===== src/rtl/sample_hysteresis_detector_pkg.sv =====
// Shared types for the sample hysteresis detector: sample type, FSM states and
// the width of the debounce run counter.
package sample_hysteresis_detector_types;

   localparam int unsigned DEBOUNCE_W = 4;

   typedef logic signed [7:0] sample_t;

   typedef enum logic [2:0] {
      INIT,
      LOW,
      RISE_PEND,
      HIGH,
      FALL_PEND
   } state_t;

endpackage


===== src/rtl/sample_hysteresis_detector_hyst_debounce_cnt.sv =====
// Debounce run counter shared by both pending states: counts qualifying
// samples and flags the one that completes a run of DEBOUNCE.
module hyst_debounce_cnt
   import sample_hysteresis_detector_types::*;
#(
   parameter int unsigned DEBOUNCE = 3
) (
   input  logic clk,
   input  logic rst_n,
   input  logic clr,
   input  logic inc,
   output logic terminal_c
);

   localparam logic [DEBOUNCE_W-1:0] LAST = DEBOUNCE_W'(DEBOUNCE - 1);

   logic [DEBOUNCE_W-1:0] count;

   // The qualifying sample that brings the run to DEBOUNCE is the terminal one.
   assign terminal_c = inc && (count >= LAST);

   always_ff @(posedge clk) begin
      if (!rst_n) begin
         count <= '0;
      end else if (clr || terminal_c) begin
         count <= '0;
      end else if (inc) begin
         count <= count + DEBOUNCE_W'(1);
      end
   end

endmodule


===== src/rtl/sample_hysteresis_detector.sv =====
// Hysteresis comparator with consecutive-sample debounce on the smoothed stream.
// Optional min/max tracking is built when SAMPLE_HYSTERESIS_DETECTOR_MINMAX_EN is defined.
module sample_hysteresis_detector
   import sample_hysteresis_detector_types::*;
#(
   parameter int unsigned DEBOUNCE = 3,
   parameter int unsigned CNT_W    = 16
) (
   input  logic               system1000,
   input  logic               system1000_rstn,
   input  logic signed [7:0]  avg_i,
   input  logic               avg_valid_i,
   input  logic signed [7:0]  thr_hi_i,
   input  logic signed [7:0]  thr_lo_i,
   output logic               level_o,
   output logic               rise_o,
   output logic               fall_o,
   output logic [CNT_W-1:0]   edge_count_o,
   output logic               cfg_err_o,
   output logic signed [7:0]  min_o,
   output logic signed [7:0]  max_o
);

   localparam logic [CNT_W-1:0] CNT_MAX = '1;

   state_t state;
   logic   sample_ev_c;
   logic   qual_hi_c;
   logic   qual_lo_c;
   logic   inc_c;
   logic   clr_c;
   logic   terminal_c;
   logic   crossing_c;

   assign cfg_err_o   = (thr_lo_i > thr_hi_i);
   assign sample_ev_c = avg_valid_i && !cfg_err_o;
   assign qual_hi_c   = (avg_i >= thr_hi_i);
   assign qual_lo_c   = (avg_i <= thr_lo_i);

   // A sample advances the run only if it qualifies toward the opposite level.
   always_comb begin
      inc_c = 1'b0;
      case (state)
         LOW, RISE_PEND:  inc_c = sample_ev_c && qual_hi_c;
         HIGH, FALL_PEND: inc_c = sample_ev_c && qual_lo_c;
         default:         inc_c = 1'b0;
      endcase
   end

   assign clr_c      = sample_ev_c && !inc_c;
   assign crossing_c = terminal_c;

   hyst_debounce_cnt #(
      .DEBOUNCE (DEBOUNCE)
   ) u_debounce (
      .clk        (system1000),
      .rst_n      (system1000_rstn),
      .clr        (clr_c),
      .inc        (inc_c),
      .terminal_c (terminal_c)
   );

   always_ff @(posedge system1000) begin
      if (!system1000_rstn) begin
         state        <= INIT;
         level_o      <= 1'b0;
         rise_o       <= 1'b0;
         fall_o       <= 1'b0;
         edge_count_o <= '0;
      end else begin
         rise_o <= 1'b0;
         fall_o <= 1'b0;
         if (crossing_c && (edge_count_o != CNT_MAX)) begin
            edge_count_o <= edge_count_o + CNT_W'(1);
         end
         if (sample_ev_c) begin
            case (state)
               INIT: begin
                  // First sample only classifies the level; no pulse, no count.
                  if (qual_hi_c) begin
                     state   <= HIGH;
                     level_o <= 1'b1;
                  end else begin
                     state   <= LOW;
                     level_o <= 1'b0;
                  end
               end
               LOW, RISE_PEND: begin
                  if (terminal_c) begin
                     state   <= HIGH;
                     level_o <= 1'b1;
                     rise_o  <= 1'b1;
                  end else if (qual_hi_c) begin
                     state <= RISE_PEND;
                  end else begin
                     state <= LOW;
                  end
               end
               HIGH, FALL_PEND: begin
                  if (terminal_c) begin
                     state   <= LOW;
                     level_o <= 1'b0;
                     fall_o  <= 1'b1;
                  end else if (qual_lo_c) begin
                     state <= FALL_PEND;
                  end else begin
                     state <= HIGH;
                  end
               end
               default: begin
                  state   <= INIT;
                  level_o <= 1'b0;
               end
            endcase
         end
      end
   end

`ifdef SAMPLE_HYSTERESIS_DETECTOR_MINMAX_EN
   logic seen;

   // Extremes follow every valid sample, including those taken during cfg_err_o.
   always_ff @(posedge system1000) begin
      if (!system1000_rstn) begin
         seen  <= 1'b0;
         min_o <= '0;
         max_o <= '0;
      end else if (avg_valid_i) begin
         seen <= 1'b1;
         if (!seen || (avg_i < min_o)) begin
            min_o <= avg_i;
         end
         if (!seen || (avg_i > max_o)) begin
            max_o <= avg_i;
         end
      end
   end
`else
   assign min_o = '0;
   assign max_o = '0;
`endif

endmodule

===== config.mk =====
export PLATFORM = sky130hd
export DESIGN_NAME = sample_hysteresis_detector
export DESIGN_NICKNAME = d
export VERILOG_FILES = /design/src/rtl/sample_hysteresis_detector_pkg.sv /design/src/rtl/sample_hysteresis_detector_hyst_debounce_cnt.sv /design/src/rtl/sample_hysteresis_detector.sv
export SDC_FILE = /design/constraint.sdc
export NUM_CORES = 1
export LEC_CHECK = 0
export BUFFER_PORTS_ARGS = -buffer_cell sky130_fd_sc_hd__buf_2
export CAP_MARGIN = 15
export CORE_ASPECT_RATIO = 1.1
export CORE_MARGIN = 5
export CORE_UTILIZATION = 52
export DETAILED_ROUTE_END_ITERATION = 8
export PLACE_DENSITY_LB_ADDON = 0.1
export SYNTH_ARGS = -nofsm -noshare
export SYNTH_HDL_FRONTEND = slang
export SYNTH_SLANG_ARGS = --single-unit

===== constraint.sdc =====
create_clock -name system1000 -period 2.8 [get_ports system1000]
set_clock_uncertainty 0.05 [all_clocks]
set_input_delay 0.14 -clock system1000 [delete_from_list [all_inputs] [get_ports system1000]]
set_output_delay 0.14 -clock system1000 [all_outputs]
set_load 0.005 [all_outputs]

==> impl_results.md, run 1 <==
* Final min period at 2330 ps
* Fin. Hold Viols at 0
* Max Clock Freq at approximately 430 MHz
* Skew-Pair Late Insertion Delay at approximately 270 ps
* Total gr overflow at 0
* NetSw at 242 uW
* Design area at between 2000 and 2500 um^2
* Area after DPL at 2310 um^2
* Non-filler cells, final at approximately 360
* FILL cells at between 300 and 400
* Post-route setup TNS at 0 ps
* Largest net degree at the start of global routing at 33
* Drt drc at 0
* Crit share post-route at 83.3%
* Measured slew at the worst slew-check pin at ~500 ps
* Synth Instances at 261
* Final Wtd Congestion at ~0.85
* Post-synthesis sequential area ratio at 24.7%
* Startpoint Class: flop
* 1st-iter DRT viols at 99
* Crit path max fanout at 32
* First-pass GRT wire length at 7560 um
* Sink Count at 26
* Maximum VDD drop at 0.000250 V
* Kind of end point of the critical path: flop
* # IOs at 63
* Die Span X at ~71 um
* Status: finished, final reports clean
* Avg WL per Cell at 12.7 um
* Post-CTS Setup Bufs at 0
* Crit path kind: reg2reg
* Post-synth EDFFs at 0
* Reg clk slew, reported paths at 100 ps
* Ant. Diodes at 0
* FP Rows at 24
* Worst Path Arrival at approximately 2500 ps
* PwrDens at 374 nW/um^2
* Required @ worst endpoint at 2940 ps
* Port bufs at 46
* Drt total wl at between 4000 and 5000 um
* CTS Hold Bufs at 0
* Avg Cell Area, Syn at about 8 um^2
* Global Route Usage Sum at between 15 and 20%
* Layout cell share with drive strength beyond 1 at between 20% and 30%
* Hpwl dp at 3690 um
* Clock Tree Root: clkbuf_8
* Internal at between 600 and 700 uW
* Cell total after placement at 352
* Post-synthesis cell type count at 55
* H-tree depth at 1
* Max-slew violations at 0
* Static leakage at 0.00107 uW
* Synth-to-Final Area Change at 12.7%
* Max-Cap Viols at 0
* Die area at 5430 um^2
* Unrepaired setup endpoints after global routing: no
* Ys Warns at 0
* Synthesized flop and latch total at 26
* Power share of the clock group at 35.7%
* # setup viols final at 0
* Maximum root-to-sink buffer count at 2
* Multi-input logic area at between 1000 and 1500 um^2
* HP Class: in2reg
* Combinational share of power at 21.1%
* Rel. slew slack at 66.3%
* Final nets at 359
* Final hold slack at 157 ps
* Initial antenna violation count at 0
* Cts repair resizes at 0
* Iteration count of the initial detailed-routing pass at 4
* Core ar. at approximately 3900 um^2
* DRT antenna net count at 0
* Vias in the first global route at around 1800
* DR vias at 1941
* Top_reg_cell synth: dfxtp_1
* Switching part of the total at 27.2%
* Cell Area, Synth at between 2000 and 2500 um^2
* Sequential fraction of design power at 43.3%
* Number of buffers created by CTS at 3
* Initial core utilization at 53.7%
* Drt via density at 5.45
* CTS tree: built
* Final Power at 890 uW
* FFs w/ async S/R, synth at 0%
* Storage cell area at ~520 um^2
* DIE HEIGHT at between 70 and 80 um
## cell families after synthesis
group	after synthesis	synth area share, %
buf+inv	51	12.6
mux	5	2.43
other cells	1	0.178
flops	26	24.7
fa+ha+maj	27	16.0
simple gates	86	23.4
compound gates	63	19.9
xor+xnor	2	0.830
## synthesized netlist by cell type, drive strengths merged (2+ instances only)
cell type | count | share of area, %
clkbuf | 2 | 0.36
a21o | 2 | 0.71
inv | 27 | 4.8
nand3 | 12 | 3.4
or2 | 2 | 0.59
o21a | 2 | 0.71
nand2 | 17 | 3.0
dfxtp | 26 | 25
nor2b | 2 | 0.59
and3 | 2 | 0.59
a21oi | 23 | 5.5
or3 | 15 | 4.4
o31ai | 3 | 1.1
and2 | 3 | 0.89
nor3b | 3 | 1.1
nor3 | 5 | 1.7
nor2 | 9 | 1.7
nand4 | 6 | 1.8
ha | 27 | 16
nor4 | 3 | 1.2
a2bb2oi | 2 | 0.83
mux2i | 4 | 1.9
buf | 21 | 7.3
xnor2 | 2 | 0.83
o211ai | 2 | 0.71
nand2b | 4 | 1.2
o21ai | 16 | 4.3
## flip-flops by register name, indices dropped and copies added, names as in the netlist
register and flops:
edge_count_o 16, u_debounce.count 4, state 3, level_o 1, rise_o 1, fall_o 1
## area by class of cell
type                            instances  area share, %
Multi-Input combinational cell        199           58.0
Clock inverter                          1           1.26
Timing Repair Buffer                   47           9.99
Clock buffer                            3           1.74
Inverter                               28           4.42
Sequential cell                        26           21.9
Tap cell                               52           2.73
## power by group through the flow
stage	clock network [uW]	registers, uW	logic, uW
global placement	0	394	185
global route	337	387	216
detailed placement	0	394	187
finish	317	385	187
floorplan	0	388	156
CTS	323	385	188
## layer usage
layer	vias to the layer above	share of wire, %	GRT usage [%]
li1	995	-	-
met1	893	43	18.2
met2	51	51	31.5
met3	2	5.7	2.61
met4	0	0.42	3.01
met5	-	0	0
## worst max-delay path, stage by stage (launching register included)
cell and delay (ps):
dfxtp_1 400, and2_1 210, mux2i_1 360, nor2b_1 140, o21ai_4 110, nand3_4 280
or4_1 540, a21oi_1 150
## through the flow
| stage | setup slack [ps] | utilization (%) |
|---|---|---|
| 2_1_floorplan | 726 | - |
| 3_3_place_gp | 309 | 58.7 |
| 3_5_place_dp | 231 | 58.7 |
| 4_1_cts | 449 | 60.5 |
| 5_1_grt | 290 | 60.5 |
| 6_report | 469 | 60.5 |
## cell usage in the layout, fill, tap and decap left out, types with 3 or more instances in the layout
cell	n
o31ai_1	3
dfxtp_1	26
or3_1	15
and2_1	3
nand2b_1	4
a21oi_1	23
nand3_1	11
nand2_1	17
nor3_1	4
clkbuf_8	3
nor3b_1	3
buf_2	46
ha_1	27
nand4_1	6
mux2i_1	4
o21ai_0	14
inv_1	26
nor2_1	8
conb_1	16
## path summary, 6_finish.rpt
path | startpoint | end | slack (ps) | depth (start not counted)
max | state[1]$_SDFFE_PN0P_ | edge_count_o[14]$_SDFFE_PN0P_ | 470 | 7
min | system1000_rstn | state[1]$_SDFFE_PN0P_ | 160 | 2
min reg2reg | u_debounce.count[2]$_SDFFE_PP0P_ | u_debounce.count[2]$_SDFFE_PP0P_ | 410 | 2
max reg2reg | state[1]$_SDFFE_PN0P_ | edge_count_o[14]$_SDFFE_PN0P_ | 470 | 7
Power figures use the tool's default switching activity.
==> run 2: changes to the inputs <==
Settings changed: ABC_AREA set to 1, CORE_UTILIZATION 52 to 48.
Clock period 2.8 ns to 2 ns, I/O delays scaled along.
==> impl_results.md, run 2 <==
* Status: finished, final reports clean
* Cell total after placement at 452 (+28%)
* Hpwl dp at 4230 um (+14%)
* Post-synth EDFFs at 0 (unchanged)
* Largest area contributor in the synthesized netlist: dfxtp_1
* Max-slew violations at 0 (unchanged)
* Pre-CTS WS at -91.6 ps (-322 ps)
* Drt drc at 0 (unchanged)
* Rel. slew slack at 66.0% (-0.37 points)
* Total gr overflow at 0 (unchanged)
* Ant. Diodes at 0 (unchanged)
* CTS tree: built
* Crit path cell chain: a21oi_2 -> a21oi_4 -> buf_4 -> nand4_1 -> nand2_1 -> inv_1 -> nand3_2 -> inv_2 -> nand2_2 -> buf_4 -> nor3_2 -> nand2_1 -> nand2_1 -> nor2_1
* Crit-path max cell delay at 380 ps (-160 ps)
* Vias in the first global route at 2057 (+12%)
* Synthesized flop and latch total at 26 (unchanged)
* Synth Instances at 332 (+27%)
* Crit share post-route at 93.7% (+10 points)
* WHS Endpoint: edge_count_o[1]$_SDFFE_PN0P_
* Area after DPL at 2660 um^2 (+15%)
* FF-to-FF End: edge_count_o[11]$_SDFFE_PN0P_
* Layout cell share with drive strength beyond 1 at 30.1% (+9.7 points)
* Crit path max fanout at 4 (-88%)
* H-tree depth at 1 (unchanged)
* Ys Warns at 0 (unchanged)
* Final Wtd Congestion at 0.853 (+0.84%)
* Non-filler cells, final at 458 (+29%)
* Largest register FFs at 16 (unchanged)
* Synth-to-Final Area Change at 23.7%
* Die area at 6220 um^2 (+14%)
* Measured slew at the worst slew-check pin at 510 ps (+8.15 ps)
* Final nets at 457 (+27%)
* Fin. Hold Viols at 0 (unchanged)
* Clock Tree Root: clkbuf_8
* FP Rows at 26 (+8.3%)
* Global Route Usage Sum at 16.9% (+0.73 points)
* Commonest non-fill, non-tap cell in the layout: nand2_1
* Number of buffers created by CTS at 3 (unchanged)
* Final min period at 1870 ps (-457 ps)
* Drt total wl at 5100 um (+13%)
* HP Class: in2reg
* Design area at 2810 um^2 (+18%)
* Skew-Pair Late Insertion Delay at 270 ps (about the same)
* Synth top area share at 22.9% (-1.8 points)
* Post-synthesis sequential area ratio at 22.9% (-1.8 points)
* Hold Crit Depth at 3 (+1)
* Worst R2R Start: state[2]$_SDFFE_PN0P_
* Most flops, register: edge_count_o
* Cells on worst reg2reg path at 14 (+7)
* DRT antenna net count at 0 (unchanged)
* Static leakage at 0.00146 uW (+36%)
* Max Clock Freq at 534 MHz (+24%)
* CP dominant cell by count: nand2_1
* First-pass GRT wire length at 8360 um (+11%)
* Crit path kind: reg2reg
* Required @ worst endpoint at 2130 ps (-810 ps)
* Kind of end point of the critical path: flop
* Most frequent cells after synthesis: nand2_1, inv_1, ha_1, dfxtp_1, nor2_1
* Cell Area, Synth at 2270 um^2 (+7.8%)
* Largest net degree at the start of global routing at 16 (-52%)
* Reg clk slew, reported paths at 90 ps (about the same)
* Hold wc startpoint: system1000_rstn
* FFs w/ async S/R, synth at 0% (unchanged)
* CTS Hold Bufs at 0 (unchanged)
* Port bufs at 46 (unchanged)
* Iteration count of the initial detailed-routing pass at 4 (unchanged)
* Setup ws final at 126 ps (-343 ps)
* Maximum root-to-sink buffer count at 2 (unchanged)
* Sink Count at 26 (unchanged)
* Worst Path Arrival at 2000 ps (-480 ps)
* Commonest cells after routing, fill and taps aside: nand2_1, inv_1, buf_2
* Worst path slowest cell: dfxtp_1
* Initial antenna violation count at 0 (unchanged)
* Max-Cap Viols at 0 (unchanged)
* # setup viols final at 0 (unchanged)
* Reg2reg setup slack at 130 ps (-340 ps)
* Post-synthesis cell type count at 39 (-29%)
* Avg Cell Area, Syn at 6.85 um^2 (-15%)
* Avg WL per Cell at 11.1 um (-12%)
* Startpoint Class: flop
* # IOs at 63 (unchanged)
* 1st-iter DRT viols at 44 (-56%)
* Top cells by area, synth: dfxtp_1, ha_1, nand2_1
* Top_reg_cell synth: dfxtp_1
* Die Span X at 75.6 um (+6.9%)
* Core ar. at 4620 um^2 (+17%)
* Largest registers: edge_count_o (16), u_debounce.count (4), state (3)
* DIE HEIGHT at 82.2 um (+7.0%)
* DR vias at 2169 (+12%)
* Maximum VDD drop at 0.000444 V (+78%)
* PwrDens at 453 nW/um^2 (+21%)
* Count leader, synth: nand2_1
* Drt via density at 4.74 (-13%)
* Initial core utilization at 49.2% (-4.4 points)
==> run 2: cell count changes after synthesis, sizes merged, moves of 7 or more <==
| cell | before | now |
|---|---|---|
| or3 | 15 | 0 |
| inv | 27 | 61 |
| nand2 | 17 | 85 |
| nor2 | 9 | 25 |
| o21ai | 16 | 9 |
| nor3 | 5 | 12 |
==> run 2: timing repair <==
item	CTS	global route
setup buffers	0	1
setup endpoints to repair	0	16
endpoints found under the hold margin	0	0
resized for setup	0	22
==> run 2: routing by layer <==
layer | up-vias | GRT usage (%) | part of all wire (%)
li1 | 1167 | - | -
met1 | 952 | 20.3 | 44
met2 | 43 | 30.7 | 50
met3 | 7 | 1.82 | 5.2
met4 | 0 | 5.94 | 1.7
met5 | - | 0 | 0
==> run 2: how the worst max path moves through the flow <==
stage | from | end | slack (ps) | cells past startpoint
global route | state[2]$_SDFFE_PN0P_ | edge_count_o[9]$_SDFFE_PN0P_ | -30 | 12
CTS | edge_count_o[1]$_SDFFE_PN0P_ | edge_count_o[9]$_SDFFE_PN0P_ | 90 | 9
floorplan | thr_hi_i[7] | edge_count_o[2]$_SDFFE_PN0P_ | 30 | 18
detailed placement | thr_hi_i[7] | edge_count_o[11]$_SDFFE_PN0P_ | -90 | 20
finish | state[2]$_SDFFE_PN0P_ | edge_count_o[11]$_SDFFE_PN0P_ | 130 | 14
global placement | thr_hi_i[7] | edge_count_o[11]$_SDFFE_PN0P_ | -70 | 20
==> run 2: kinds of logic (layout without fill, tap and decap cells) <==
logic type      Yosys count  in the layout  share of synthesized area (%)
simple gates            153            153                           31.9
compound gates           37             37                           10.5
buf+inv                  82            137                           17.4
fa+ha+maj                27             27                           14.9
xor+xnor                  6              6                           2.31
other cells               1             16                          0.165
flops                    26             26                           22.9
==> run 2: worst max-delay path, delay by kind of cell, from the launching register on <==
kind | cells | cell delay, ps
AND/OR/NAND/NOR | 8 | 650
buffers and inverters | 4 | 470
flip-flops | 1 | 380
AO/OA/AOI/OAI | 2 | 260
==> run 2: layout make-up <==
type	count	area (um^2)
multi-input cells	239	1470
fillers	453	1810
well taps	56	70.1
flip-flops and latches	26	527
clock inverters	1	30.0
repair buffers	72	449
inverters	61	229
clock buffers	3	41.3
==> run 2: through the flow <==
stage / hold slack, ps / util (%) / setup TNS, ps / power [uW]
2_1_floorplan: 263 / - / 0 / 759
3_3_place_gp: 409 / 57.5 / -502 / 832
3_5_place_dp: 412 / 57.5 / -820 / 835
4_1_cts: 111 / 59.0 / 0 / 1280
5_1_grt: 110 / 60.9 / -70.2 / 1370
6_report: 114 / 60.9 / 0 / 1280
==> run 2: power by group <==
part	leakage (uW)	internal (uW)	switching, uW
Clock	0.0000357	268	171
Sequential	0.000212	525	5.68
Combinational	0.00121	128	177
==> run 3: changes to the inputs <==
Settings changed: CORE_UTILIZATION 48 to 57, PLACE_DENSITY set to 0.86, PLACE_DENSITY_LB_ADDON 0.1 to unset.
Clock period 2 ns to 2.24 ns, I/O delays scaled along.
==> impl_results.md, run 3 (synthesized netlist as in run 2, its figures left out) <==
* # IOs at 63 (unchanged)
* Buf/Inv on CP at 2 (-2)
* Largest net degree at the start of global routing at 15 (-1)
* Ant. Diodes at 0 (unchanged)
* Final nets at 438 (-4.2%)
* 1st-iter DRT viols at 100 (+130%)
* Clock Tree Root: clkbuf_8
* Die area at 5360 um^2 (-14%)
* Most flops, register: edge_count_o
* FILL cells at 352 (-22%)
* Startpoint Class: flop
* Core ar. at 3900 um^2 (-15%)
* H-tree depth at 1 (unchanged)
* Fin. Hold Viols at 0 (unchanged)
* Internal at 723 uW (-22%)
* # setup viols final at 0 (unchanged)
* Reg clk slew, reported paths at 90 ps (about the same)
* Vias in the first global route at 2141 (+4.1%)
* Number of buffers created by CTS at 3 (unchanged)
* Max-slew violations at 0 (unchanged)
* Static leakage at 0.00135 uW (-7.5%)
* Multi-input logic area at 1410 um^2 (-3.6%)
* DIE HEIGHT at 76.3 um (-7.2%)
* Max-Cap Viols at 0 (unchanged)
* Switching part of the total at 29.6% (+1.9 points)
* Combinational share of power at 24.3% (+0.3 points)
* HP Class: in2reg
* Layout cell share with drive strength beyond 1 at 23.0% (-7.1 points)
* Worst Path Arrival at 2150 ps (+150 ps)
* Storage cell area at 522 um^2 (-0.95%)
* DRT antenna net count at 0 (unchanged)
* Drt via density at 5.01 (+5.7%)
* Iteration count of the initial detailed-routing pass at 4 (unchanged)
* Crit share post-route at 91.5% (-2.1 points)
* Worst path slowest cell: or4_1
* Max Clock Freq at 488 MHz (-8.6%)
* Skew-Pair Late Insertion Delay at 270 ps (about the same)
* Crit path cell chain: ha_1 -> nand2_1 -> nor2_4 -> nand2_1 -> or4_1 -> nand2_2 -> inv_1 -> buf_4 -> nand2_1 -> a21oi_2
* Final min period at 2050 ps (+177 ps)
* Die Span X at 70.2 um (-7.1%)
* Global Route Usage Sum at 19.2% (+2.3 points)
* First-pass GRT wire length at 8830 um (+5.7%)
* Post-route setup TNS at 0 ps (unchanged)
* Status: finished, final reports clean
* Initial antenna violation count at 0 (unchanged)
* Crit path max fanout at 7 (+3)
* CTS tree: built
* Power share of the clock group at 29.7% (-4.7 points)
* Avg WL per Cell at 11.7 um (+5.6%)
* Initial core utilization at 58.3% (+9.0 points)
* Kind of end point of the critical path: flop
* Maximum root-to-sink buffer count at 2 (unchanged)
* Required @ worst endpoint at 2340 ps (+210 ps)
* Drt drc at 0 (unchanged)
* Setup ws final at 189 ps (+63.3 ps)
* CP top delay family: simple AND/OR/NAND/NOR gates
* Crit-path max cell delay at 430 ps (+50 ps)
* Largest register FFs at 16 (unchanged)
* Total gr overflow at 0 (unchanged)
* Maximum VDD drop at 0.000315 V (-29%)
* Commonest cells after routing, fill and taps aside: nand2_1, inv_1, buf_2
* Commonest non-fill, non-tap cell in the layout: nand2_1
* Port bufs at 46 (unchanged)
* FP Rows at 24 (-7.7%)
* Sequential fraction of design power at 46.0% (+4.4 points)
* CP dominant cell by count: nand2_1
* DR vias at 2178 (+0.41%)
* Sink Count at 26 (unchanged)
* Crit path kind: reg2reg
* Hpwl dp at 4260 um (+0.72%)
* NetSw at 304 uW (-14%)
* Drt total wl at 5110 um (+0.26%)
* Unrepaired setup endpoints after global routing: no
* Synth-to-Final Area Change at 12.9%
* Final Wtd Congestion at 0.879 (+3.1%)
* Largest registers: edge_count_o (16), u_debounce.count (4), state (3)
* Pre-CTS WS at 95.3 ps (+187 ps)
* PwrDens at 400 nW/um^2 (-12%)
-- run 3: metrics by stage --
stage	instance area (um^2)	util, %	instances	power [uW]	hold slack [ps]
floorplan	2330	-	347	677	275
global placement	2510	64.3	431	723	396
detailed placement	2510	64.3	431	733	422
CTS	2570	65.7	435	1030	132
global route	2570	65.8	435	1090	142
finish	2570	65.8	435	1030	135
-- run 3: path summary, 6_finish.rpt --
kind | start | end | slack [ps] | cells past startpoint
setup / recovery | edge_count_o[1]$_SDFFE_PN0P_ | edge_count_o[15]$_SDFFE_PN0P_ | 190 | 10
hold reg to reg | state[1]$_SDFFE_PN0P_ | state[1]$_SDFFE_PN0P_ | 440 | 2
setup reg to reg | edge_count_o[1]$_SDFFE_PN0P_ | edge_count_o[15]$_SDFFE_PN0P_ | 190 | 10
hold / removal | system1000_rstn | edge_count_o[3]$_SDFFE_PN0P_ | 140 | 3
-- run 3: final cells by class --
class,instances,area share [%]
Clock buffer,4,2.14
Inverter,61,8.92
Multi-Input combinational cell,239,55.1
Sequential cell,26,20.3
Tap cell,52,2.53
Timing Repair Buffer,53,11.0
-- run 3: repair_timing --
| action | CTS | global route |
|---|---|---|
| resized for setup | 0 | 1 |
| endpoints found under the hold margin | 0 | 0 |
| hold buffers | 0 | 0 |
| setup buffers | 0 | 0 |
| setup endpoints to repair | 0 | 1 |
-- run 3: per-layer routing --
metal	vias to the layer above	GRT usage (%)	routed length, um
li1	1127	-	-
met2	70	35.0	2570
met4	0	8.05	136
met1	965	21.7	2090
met3	16	3.03	309
met5	-	0	0
-- run 3: power groups by stage --
stage	Combinational (uW)	Clock [uW]	Sequential [uW]
5_1_grt	288	327	474
2_1_floorplan	195	0	483
6_report	249	305	473
4_1_cts	250	309	473
3_3_place_gp	239	0	483
3_5_place_dp	249	0	483
-- run 3: worst min-delay path, cell delays in order --
cell,delay (ps)
buf_2,180
nand2_1,90
nor2_1,30
